$ cat src/rtl/vault_pkg.sv
// Shared definitions for the keyed serial vault.
// Contents:
//   state_t - vault FSM encoding (receive, transmit, done, locked)
//   clog2   - ceiling log2, used to size the key/data/fail counters
package vault_pkg;

    typedef enum logic [1:0] {
        S_RX   = 2'd0,
        S_TX   = 2'd1,
        S_DONE = 2'd2,
        S_LOCK = 2'd3
    } state_t;

    // Smallest r with 2**r >= v; callers pass N+1 so a count of N fits.
    function automatic int clog2(input int v);
        int r;
        r = 0;
        for (int k = 0; k < 31; k++) begin
            if ((1 << k) < v) r = k + 1;
        end
        return r;
    endfunction

endpackage

$ cat src/rtl/serial_shift_reg.sv
// Async-reset shift register with synchronous clear, parallel load and
// single-bit shift. Priority: clear > load > shift.
// Parameters:
//   W     - register width (>= 2)
//   DIR   - 0: shift toward bit 0, din_i enters at MSB
//           1: shift toward MSB, din_i enters at bit 0
//   TAP_W - number of bits exposed on q_o, taken from the end that
//           leaves the register first (LSBs for DIR=0, MSBs for DIR=1)
// Ports:
//   clk, rst    - clock, async active-high reset
//   clr_i       - clear contents to zero
//   load_i      - load load_val_i
//   load_val_i  - parallel load value
//   shift_i     - shift by one, inserting din_i
//   din_i       - serial input bit
//   q_o         - register tap
module serial_shift_reg #(
    parameter int W     = 8,
    parameter bit DIR   = 1'b0,
    parameter int TAP_W = W
) (
    input  logic             clk,
    input  logic             rst,
    input  logic             clr_i,
    input  logic             load_i,
    input  logic [W-1:0]     load_val_i,
    input  logic             shift_i,
    input  logic             din_i,
    output logic [TAP_W-1:0] q_o
);

    logic [W-1:0] sr_q;
    logic [W-1:0] sr_d;

    always_comb begin
        sr_d = sr_q;
        if (clr_i) begin
            sr_d = '0;
        end else if (load_i) begin
            sr_d = load_val_i;
        end else if (shift_i) begin
            if (DIR == 1'b0) sr_d = {din_i, sr_q[W-1:1]};
            else             sr_d = {sr_q[W-2:0], din_i};
        end
    end

    always_ff @(posedge clk or posedge rst) begin
        if (rst) sr_q <= '0;
        else     sr_q <= sr_d;
    end

    generate
        if (DIR == 1'b0) begin : g_tap_lsb
            assign q_o = sr_q[TAP_W-1:0];
        end else begin : g_tap_msb
            assign q_o = sr_q[W-1 -: TAP_W];
        end
    endgenerate

endmodule

$ cat src/rtl/keyed_serial_vault.sv
// Key-gated serial secret store. A key is shifted in LSB first on i while
// cs=0; a one-cycle cs=1 strobe evaluates it. On a match the secret DATA
// streams out on o, LSB first, one bit per following cs=0 cycle. MAX_FAILS
// consecutive bad keys lock the block until reset. cs=1 while streaming or
// after the stream aborts back to receive.
// Ports:
//   clk     - clock, rising edge
//   rst     - async active-high reset
//   cs      - 0 = shift cycle, 1 = strobe / evaluate / abort
//   i       - serial key bit
//   o       - serial secret bit (registered, out_sr[0])
//   o_valid - o carries a secret bit
//   locked  - lockout reached; cleared only by rst
module keyed_serial_vault
    import vault_pkg::*;
#(
    parameter int                KEY_W     = 32,
    parameter logic [KEY_W-1:0]  KEY       = 32'h1337beef,
    parameter int                DATA_W    = 256,
    parameter logic [DATA_W-1:0] DATA      = '0,
    parameter int                MAX_FAILS = 3
) (
    input  logic clk,
    input  logic rst,
    input  logic cs,
    input  logic i,
    output logic o,
    output logic o_valid,
    output logic locked
);

    localparam int BCW = clog2(KEY_W + 1);
    localparam int TCW = clog2(DATA_W + 1);
    localparam int FCW = clog2(MAX_FAILS + 1);

    localparam logic [BCW-1:0] KEY_CNT  = BCW'(KEY_W);
    localparam logic [TCW-1:0] DATA_CNT = TCW'(DATA_W);
    localparam logic [FCW-1:0] FAIL_MAX = FCW'(MAX_FAILS);

    state_t         state_q, state_d;
    logic [BCW-1:0] bit_cnt_q, bit_cnt_d;
    logic [TCW-1:0] tx_cnt_q, tx_cnt_d;
    logic [FCW-1:0] fail_cnt_q, fail_cnt_d;

    logic             key_shift, key_clr;
    logic             out_shift, out_clr, out_load;
    logic [KEY_W-1:0] key_sr;
    logic             out_lsb;
    logic             key_match;

    serial_shift_reg #(.W(KEY_W), .DIR(1'b0), .TAP_W(KEY_W)) u_key_sr (
        .clk        (clk),
        .rst        (rst),
        .clr_i      (key_clr),
        .load_i     (1'b0),
        .load_val_i ('0),
        .shift_i    (key_shift),
        .din_i      (i),
        .q_o        (key_sr)
    );

    // Zeros shift in behind the secret, so the register is empty once the
    // stream completes; o therefore needs no extra gating outside S_TX.
    serial_shift_reg #(.W(DATA_W), .DIR(1'b0), .TAP_W(1)) u_out_sr (
        .clk        (clk),
        .rst        (rst),
        .clr_i      (out_clr),
        .load_i     (out_load),
        .load_val_i (DATA),
        .shift_i    (out_shift),
        .din_i      (1'b0),
        .q_o        (out_lsb)
    );

    // Fewer than KEY_W bits never match, even if the low bits agree.
    assign key_match = (bit_cnt_q == KEY_CNT) && (key_sr == KEY);

    always_comb begin
        state_d    = state_q;
        bit_cnt_d  = bit_cnt_q;
        tx_cnt_d   = tx_cnt_q;
        fail_cnt_d = fail_cnt_q;
        key_shift  = 1'b0;
        key_clr    = 1'b0;
        out_load   = 1'b0;
        out_shift  = 1'b0;
        out_clr    = 1'b0;
        case (state_q)
            S_RX: begin
                if (cs) begin
                    key_clr   = 1'b1;
                    bit_cnt_d = '0;
                    if (key_match) begin
                        out_load   = 1'b1;
                        tx_cnt_d   = DATA_CNT;
                        fail_cnt_d = '0;
                        state_d    = S_TX;
                    end else begin
                        fail_cnt_d = fail_cnt_q + 1'b1;
                        if (fail_cnt_d == FAIL_MAX) state_d = S_LOCK;
                    end
                end else begin
                    key_shift = 1'b1;
                    if (bit_cnt_q != KEY_CNT) bit_cnt_d = bit_cnt_q + 1'b1;
                end
            end
            S_TX: begin
                if (cs) begin
                    out_clr  = 1'b1;
                    tx_cnt_d = '0;
                    state_d  = S_RX;
                end else begin
                    out_shift = 1'b1;
                    tx_cnt_d  = tx_cnt_q - 1'b1;
                    if (tx_cnt_q == TCW'(1)) state_d = S_DONE;
                end
            end
            S_DONE: begin
                if (cs) begin
                    out_clr  = 1'b1;
                    tx_cnt_d = '0;
                    state_d  = S_RX;
                end
            end
            default: ;  // S_LOCK: sticky until reset
        endcase
    end

    always_ff @(posedge clk or posedge rst) begin
        if (rst) begin
            state_q    <= S_RX;
            bit_cnt_q  <= '0;
            tx_cnt_q   <= '0;
            fail_cnt_q <= '0;
        end else begin
            state_q    <= state_d;
            bit_cnt_q  <= bit_cnt_d;
            tx_cnt_q   <= tx_cnt_d;
            fail_cnt_q <= fail_cnt_d;
        end
    end

    assign o       = out_lsb;
    assign o_valid = (state_q == S_TX);
    assign locked  = (state_q == S_LOCK);

endmodule

$ cat config.mk
export PLATFORM = sky130hd
export DESIGN_NAME = keyed_serial_vault
export DESIGN_NICKNAME = d
export VERILOG_FILES = /design/src/rtl/vault_pkg.sv /design/src/rtl/serial_shift_reg.sv /design/src/rtl/keyed_serial_vault.sv
export SDC_FILE = /design/constraint.sdc
export NUM_CORES = 1
export LEC_CHECK = 0
export BUFFER_PORTS_ARGS = -buffer_cell sky130_fd_sc_hd__buf_4
export CAP_MARGIN = 20
export CORE_MARGIN = 3
export CORE_UTILIZATION = 60
export CTS_BUF_LIST = sky130_fd_sc_hd__clkbuf_8
export DETAILED_ROUTE_END_ITERATION = 8
export PLACE_DENSITY = 0.8
export SYNTH_ARGS = -nofsm -noshare
export SYNTH_HDL_FRONTEND = slang
export SYNTH_SLANG_ARGS = --single-unit
$ cat constraint.sdc
create_clock -name clk -period 2.53 [get_ports clk]
set_clock_uncertainty 0.1 [all_clocks]
set_input_delay 0.3795 -clock clk [delete_from_list [all_inputs] [get_ports clk]]
set_output_delay 0.3795 -clock clk [all_outputs]
set_load 0.005 [all_outputs]
======== Word-level counts from Yosys, hierarchy flattened ========
Cells that the tools add are included.
cells by class
  $add $sub $neg .......................... 3
  multiply operators ...................... 0
  divide/modulo/power cells ............... 0
  magnitude comparators ................... 0
  equality and inequality tests ........... 13
  shifts and indexed selects .............. 0
  mux-type cells .......................... 29
  bitwise operators ....................... 0
  reduce and logical (&&, ||, !) cells .... 11
operator list
  cell                                                                     count
  256-bit 2-to-1 mux                                                       3
  32-bit 2-to-1 mux                                                        2
  9-bit 2-to-1 mux                                                         4
  32-bit by 29-bit == test with 1-bit output, second input constant        1
  9-bit one-hot mux with 3 select lines                                    1
  2-bit 2-to-1 mux                                                         7
  6-bit 2-to-1 mux                                                         2
  9-bit by 1-bit == test with 1-bit output, second input constant          1
  1-bit 2-to-1 mux                                                         9
  9-bit by 1-bit subtractor with 9-bit output, second input constant       1
  6-bit by 1-bit adder with 6-bit output, second input constant            1
  2-bit == test, second input constant                                     3
  6-bit == test, second input constant                                     1
  2-bit inequality test, second input constant                             3
  6-bit inequality test, second input constant                             1
  2-bit one-hot mux with 3 select lines                                    1
  3-bit nonzero test                                                       2
  5-bit AND reduction                                                      1
  2-bit AND reduction                                                      2
  4-bit AND reduction                                                      1
  2-bit nonzero test                                                       2
  3-bit by 2-bit inequality test with 1-bit output, second input constant  1
  3-bit inequality test, second input constant                             1
  2-bit by 1-bit adder with 2-bit output, second input constant            1
  4 further kinds                                                          4
word-level totals
  flip-flop bits (word level) ............. 307
  bits in latches ......................... 0
  memory bits (writable) .................. 0
  bits in read-only memories .............. 0
  input port bits ......................... 4
  output and inout bits ................... 3
  logic and storage cells ................. 62
  memories ................................ 0

======== Logic depth before layout (Yosys ltp) ========
Gate-level depths: netlist of run 1.
  depth after elaboration ................. 7
  gate-level depth with buffers ........... 9
  mapped depth without buffers ............ 7

======== Cells and area by module ========
From an unflattened synthesis of run 1, not the netlist that was laid out.
second synthesis, totals
  cells, all modules ...................... 1418
  area, all modules ....................... 17374.2 µm²
by module, submodules not included
  module                        times used  cells each  area an instance (µm²)  sequential area each (µm²)
  serial_shift_reg at u_out_sr  1           1139        14422.6                 6406.1
  serial_shift_reg at u_key_sr  1           143         1674.1                  800.8
  keyed_serial_vault            1           136         1277.5                  475.5

======== Least setup slack after synthesis of run 1 ========
Ideal clock, no wire load.
  path kind ............................... reg-to-reg
  start ................................... reg u_key_sr.sr_q[26] (netlist: u_key_sr.q_o[26])
  end ..................................... reg state_q[1]
  arrival ................................. 1.746 ns
  required time ........................... 2.304 ns
  path slack .............................. 0.558 ns
  cell stages (with the launch flop) ...... 6
  path buffers ............................ 0
  period minus slack after synthesis ...... 1.972 ns
  cell sequence ........................... dfrtp_1 -> or4b_1 -> nor4_2 -> and3_4 -> a21oi_2 -> o32a_1
on the way
  word-level cells in the longest chain between the ends .. 5
ends and longest elaborated chain
  item                                            line                       RTL
  start, declared                                 serial_shift_reg.sv:32     logic [W-1:0] sr_q;
  start signal, assigned                          serial_shift_reg.sv:49     else sr_q <= sr_d;
  32-bit by 29-bit == test with 1-bit output (*)  keyed_serial_vault.sv:76   assign key_match = (bit_cnt_q == KEY_CNT) && (key_sr == KEY);
  1-bit logical AND (*)                           keyed_serial_vault.sv:76
  2-bit 2-to-1 mux                                keyed_serial_vault.sv:93   if (key_match) begin
  2-bit 2-to-1 mux                                keyed_serial_vault.sv:90   if (cs) begin
  2-bit one-hot mux with 3 select lines           keyed_serial_vault.sv:88   case (state_q)
  end signal, assigned                            keyed_serial_vault.sv:136  state_q <= state_d;
  end, declared                                   keyed_serial_vault.sv:40   state_t state_q, state_d;
Mark *: on every way between the ends. The rest lies on a longest branch, timed or not. The select of a mux whose other input is x is not followed.
A chain may end at the register's enable or synchronous reset.

======== Worst setup path in the final report of run 1 ========
  start ................................... reg bit_cnt_q[0]
  end ..................................... reg tx_cnt_q[6]
on the way
  word-level cells in the longest chain between the ends .. 4
ends and longest elaborated chain
  item                                    line                       RTL
  start, declared                         keyed_serial_vault.sv:41   logic [BCW-1:0] bit_cnt_q, bit_cnt_d;
  start signal, assigned                  keyed_serial_vault.sv:137  bit_cnt_q <= bit_cnt_d;
  6-bit == test                           keyed_serial_vault.sv:76
  1-bit logical AND                       keyed_serial_vault.sv:76
  2-bit inequality test (no source line)  --
  4-bit AND reduction (no source line)    --
  end signal, assigned                    keyed_serial_vault.sv:138  tx_cnt_q <= tx_cnt_d;
  end, declared                           keyed_serial_vault.sv:42   logic [TCW-1:0] tx_cnt_q, tx_cnt_d;
No other way between the ends.

==> results of run 1 <==
[synthesized netlist by cell type (2+ instances only)]
library cell	count
nand3_1	4
o21ai_0	40
nand2_1	45
or3_1	3
o22ai_1	3
o31ai_1	8
nor2_1	11
clkbuf_1	7
a31oi_1	5
nor2b_1	2
a21oi_1	4
mux2i_1	2
a21o_1	2
nor4_1	3
dfrtp_1	51
ha_1	10
nor4_2	2
nor3_1	4
nand4b_1	4
inv_1	41
o2bb2ai_1	2
[cell families (layout without fill, tap and decap cells)]
family | count (synthesis) | in the layout
adder cells (fa/ha/maj) | 10 | 10
multiplexers | 2 | 2
AND/OR/NAND/NOR | 89 | 89
AO/OA/AOI/OAI | 72 | 72
other | 1 | 1
buffers and inverters | 52 | 58
flip-flops | 51 | 51
[state kept, by name, indices dropped and copies added (netlist names)]
signal,flops
u_key_sr.q_o,32
tx_cnt_q,9
bit_cnt_q,6
state_q,2
fail_cnt_q,2
[metrics by stage]
stage                     instance area [µm²]  power, mW  hold WS (ps)  utilization [%]  setup slack, ps
after floorplan                          2540       2.37           350                -              558
after global placement                   2600       2.63           349             64.5              334
after CTS                                2680       3.13          22.6             66.5              234
final                                    2690       3.15          7.58             66.9              247
after detailed placement                 2600       2.68           352             64.5              268
after global routing                     2690       3.41          52.1             66.9             35.4
[cell type report]
type / count / area (µm²)
inverters: 41 / 154
repair buffers: 9 / 75.1
flip-flops and latches: 51 / 1280
well taps: 50 / 62.6
multi-input cells: 174 / 1040
clock inverters: 3 / 12.5
clock buffers: 5 / 68.8
fillers: 341 / 1340
[per-layer routing]
metal	global-route usage [%]	vias to the layer above
li1	-	936
met2	33.3	32
met4	7.93	0
met3	3.41	8
met1	25.9	904
met5	0	-
[power breakdown]
group	switching, mW	internal (mW)
clock	0.252	0.187
sequential	0.287	1.15
combinational	0.782	0.490
[path summary, 6_finish.rpt]
kind	slack [ps]	endpoint	cells after the start
worst max-delay path	250	tx_cnt_q[6]	7
worst min-delay path	8	u_key_sr.q_o[22]	2
worst max register to register	250	tx_cnt_q[6]	7
worst min register to register	390	tx_cnt_q[7]	1
max in group asynchronous	1700	u_key_sr.q_o[9]	3
min in group clk	190	u_key_sr.q_o[31]	3
[critical path: stages, from the launching register on]
cell and delay, ps:
dfrtp_1 420, inv_1 130, ha_1 160, nand2_1 60
nor4_2 470, a31oi_1 370, nor2_1 320, a31oi_1 130
==> impl_metrics.yaml, run 1 <==
place:
  place_hpwl_mm: 3.13
  dp.cells: 324
  globalplace.congestion: 0.826
  port_buffers: 5
power:
  power_density_nw_per_um2: 1170
  max-vdd-ir-drop_v: 0.000599
  leakage_nw: 1.21
detailed_routing:
  highest_layer: "met4"
  first_pass_iters: 4
  first_iter_violations: 156
  wl_per_cell_um: 13.9
  ant_nets: 0
  routed_wl_mm: 4.64
  wl_met3_um: 129
  met2_length_mm: 2.27
  m1WireLength_mm: 2.15
  num_vias: 1880
  drc: 0
  viasPerCell: 5.65
setup_path:
  critPathLaunch: "bit_cnt_q[0]"
  required_ps: 2610
  reg2reg_from: "bit_cnt_q[0]"
  worstPathMaxFanout: 7
  worstSetupPathType: "reg -> reg"
  crit_path_start_kind: "flop"
  crit_path_end_kind: "flop"
  cp.arrival_ps: 2360
timing:
  fmax_mhz: 438
  setup_violations: 0
  maxSlewHeadroom_pct: 57.7
  rsz0062_at_grt: "no"
  fin_crit_ps: 2280
  min_period_over_period_pct: 90.2
  setup_tns_ps: 0
  hold_viol_final: 0
  drv_slew: 0
  worstMarginPinSlew_ps: 630
floorplanning:
  initial_core_util_pct: 63.0
  pin_count: 7
  die_area_um2: 5050
  rows: 23
  die_w_um: 71.0
  die_y_um: 71.0
  coreArea_um2: 4030
layout:
  nets: 296
  syn_to_final_growth_pct: 6.11
  drive_gt1_share_pct: 8.48
  diodes: 0
  final_cell_mix: "51 x dfrtp_1, 45 x nand2_1, 42 x inv_1"
  final_common_cell: "dfrtp_1"
  instances_no_fill: 333
clock_tree:
  holdBufCountCts: 0
  clock_path_buffers: 2
  cts_buffers: 5
  cts_resized: 0
  insertion_delay_ps: 300
  htreeDepth: 2
  postCtsSetupBuffers: 0
  clk_pin_slew_ps: 90
  cts_tree: "yes"
  clock_sinks: 51
  root_buffer: "clkbuf_8"
yosys:
  syn_avg_cell_area_um2: 9.16
  synth-seq-area-share_pct: 50.3
  synth_top_area_cell: "dfrtp_1"
  synth_xor_area_share_pct: 0
  synth_mux_area_share_pct: 0.789
  synth_top_family_by_area: "simple AND/OR/NAND/NOR gates"
  syn-cell-area_um2: 2540
  synth.distinct_cells: 45
  syn_inst: 277
  synthFlopType: "dfrtp_1"
  synth_edf_count: 0
  syn_nets: 291
  synth_compound_area_share_pct: 17.4
  async_reset_ff_share_pct: 100
  yosys_register_bits: 51
  yosys_warnings: 0
  synth-simple-area-share_pct: 17.9
  synth_area_leaders: "dfrtp_1 50%, o21ai_0 7.9%, nand2_1 6.7%"
  synth_top_area_share_pct: 50.3
  synth_fa_ha_area_share_pct: 4.93
global_routing:
  grt_usage_pct: 19.9
  grt_max_degree: 33
  grt_pass1_vias: 1811
  grt-ovfl-total: 0
  grt_pass1_wl_mm: 8.12
  antenna_found_initial: 0
min_path:
  hp-class: "in -> async"
job:
  maxCapViolations: 0
run_status:
  status: "completed"
No activity file was read; power rests on OpenSTA's default activity.
==> run 2: changes to the inputs <==
--- a/config.mk
+++ b/config.mk
@@ -7,7 +7,6 @@
 export LEC_CHECK = 0
 export BUFFER_PORTS_ARGS = -buffer_cell sky130_fd_sc_hd__buf_4
 export CAP_MARGIN = 20
-export CORE_MARGIN = 3
 export CORE_UTILIZATION = 60
 export CTS_BUF_LIST = sky130_fd_sc_hd__clkbuf_8
 export DETAILED_ROUTE_END_ITERATION = 8
==> run 2 against run 1 <==
Core utilization rose by 0.062 points. Sequential power about the same. Register-to-register slack better by 60 ps. Final area barely moved. Worst hold slack better by 29 ps. Sequential share of layout area barely moved. Routed wire length decreased by 3.0%. Global-route usage increased by 2.6 points. Combinational power is essentially flat. Largest power group unchanged.
==> impl_metrics.yaml, run 2 (same netlist as run 1, synthesis figures left out) <==
run_status:
  status: "completed"
global_routing:
  grt_usage_pct: 22.6
  grt_pass1_vias: 1756
  grt_max_degree: 33
  antenna_found_initial: 0
  grt_pass1_wl_mm: 7.55
  grt-ovfl-total: 0
power:
  seqPwrFrac_pct: 45.6
  pwr-share-comb_pct: 40.0
  p_int_mw: 1.82
  p_sw_mw: 1.32
  power_density_nw_per_um2: 1160
  power.share.clock_pct: 14.4
  switching_share_pct: 42.0
  leakage_nw: 1.21
  max-vdd-ir-drop_v: 0.000707
detailed_routing:
  met2_length_mm: 2.23
  m1WireLength_mm: 2.09
  routed_wl_mm: 4.50
  wl_met3_um: 124
  num_vias: 1871
  highest_layer: "met4"
  first_pass_iters: 4
  first_iter_violations: 101
  wl_per_cell_um: 13.5
  viasPerCell: 5.60
  drc: 0
  ant_nets: 0
timing:
  maxSlewHeadroom_pct: 30.1
  min_period_over_period_pct: 87.8
  hold_viol_final: 0
  fmax_mhz: 450
  drv_slew: 0
  worstMarginPinSlew_ps: 1050
  setup_tns_ps: 0
  fin_crit_ps: 2220
  rsz0062_at_grt: "no"
  hold_ws_ps: 36.2
  setup_violations: 0
floorplanning:
  coreArea_um2: 4030
  die_area_um2: 4500
  rows: 23
  die_y_um: 67.0
  die_w_um: 67.0
  pin_count: 7
  initial_core_util_pct: 63.0
setup_path:
  worstPathCellList: "inv_1, ha_1, nand2_1, and2_1, nand2_1, o21ai_0"
  crit_path_end_kind: "flop"
  cpMostUsedCell: "nand2_1"
  crit_path_start_kind: "flop"
  cpLargestDelayFamily: "simple AND/OR/NAND/NOR gates"
  crit_path_max_incr_delay_ps: 850
  crit_slowest_cell: "and2_1"
  cp.arrival_ps: 2350
  reg2reg_slack_ps: 310
  required_ps: 2660
  worstPathMaxFanout: 32
  worstSetupPathType: "reg -> reg"
  critical_path_buf_inv_count: 1
clock_tree:
  insertion_delay_ps: 300
  cts_resized: 0
  root_buffer: "clkbuf_8"
  cts_tree: "yes"
  holdBufCountCts: 0
  cts_buffers: 5
  postCtsSetupBuffers: 0
  clock_path_buffers: 2
  clk_pin_slew_ps: 90
  clock_sinks: 51
  htreeDepth: 2
layout:
  syn_to_final_growth_pct: 6.21
  drive_gt1_share_pct: 9.51
  final.fill_count: 341
  nets: 297
  final_common_cell: "dfrtp_1"
  diodes: 0
  final_cell_mix: "51 x dfrtp_1, 45 x nand2_1, 40 x inv_1, 40 x o21ai_0, 11 x nor2_1"
  largest_reg_flops: 32
min_path:
  hp-class: "in -> async"
place:
  port_buffers: 5
  place_hpwl_mm: 3.24
  globalplace.congestion: 0.780
job:
  maxCapViolations: 0
run 2: cell count changes in the layout (fill, tap and decap cells not counted), sizes merged:
cell,before,now
buf,9,10
clkinv,1,3
inv,43,41
run 2: layout make-up:
cell class	count	area, µm²	share of cell area, %
flip-flops and latches	51	1280	47.3
multi-input cells	174	1040	38.7
inverters	41	154	5.71
repair buffers	10	75.1	2.78
clock buffers	5	68.8	2.55
well taps	50	62.6	2.32
clock inverters	3	15.0	0.557
run 2: final timing paths:
path                                     to  cells after the start         from
max in group asynchronous      bit_cnt_q[3]                      3          rst
setup reg to reg            u_key_sr.q_o[4]                      6   state_q[0]
setup / recovery            u_key_sr.q_o[4]                      6   state_q[0]
min in group clk           u_key_sr.q_o[31]                      3            i
hold / removal             u_key_sr.q_o[22]                      2          rst
hold reg to reg                 tx_cnt_q[7]                      1  tx_cnt_q[7]
run 2: power groups by stage:
stage	Sequential, mW	Combinational, mW	Clock, mW
6_report	1.43	1.26	0.452
5_1_grt	1.48	1.43	0.494
4_1_cts	1.43	1.26	0.464
3_5_place_dp	1.44	1.26	0
3_3_place_gp	1.44	1.21	0
2_1_floorplan	1.37	1.00	0
run 2: metrics by stage:
| stage | instance area (µm²) | instances | power (mW) | utilization, % | worst slack, ps |
|---|---|---|---|---|---|
| 3_5_place_dp | 2610 | 326 | 2.70 | 64.8 | 309 |
| 3_3_place_gp | 2610 | 326 | 2.64 | 64.8 | 404 |
| 4_1_cts | 2700 | 334 | 3.16 | 66.9 | 286 |
| 5_1_grt | 2700 | 334 | 3.40 | 66.9 | 67.9 |
| 6_report | 2700 | 334 | 3.14 | 66.9 | 308 |
| 2_1_floorplan | 2540 | 277 | 2.37 | - | 558 |
run 2: per-layer routing:
layer  up-vias  GRT usage (%)
met1       900           27.6
met4         0           6.38
met3         6           5.14
li1        942              -
met2        23           39.3
met5         -              0
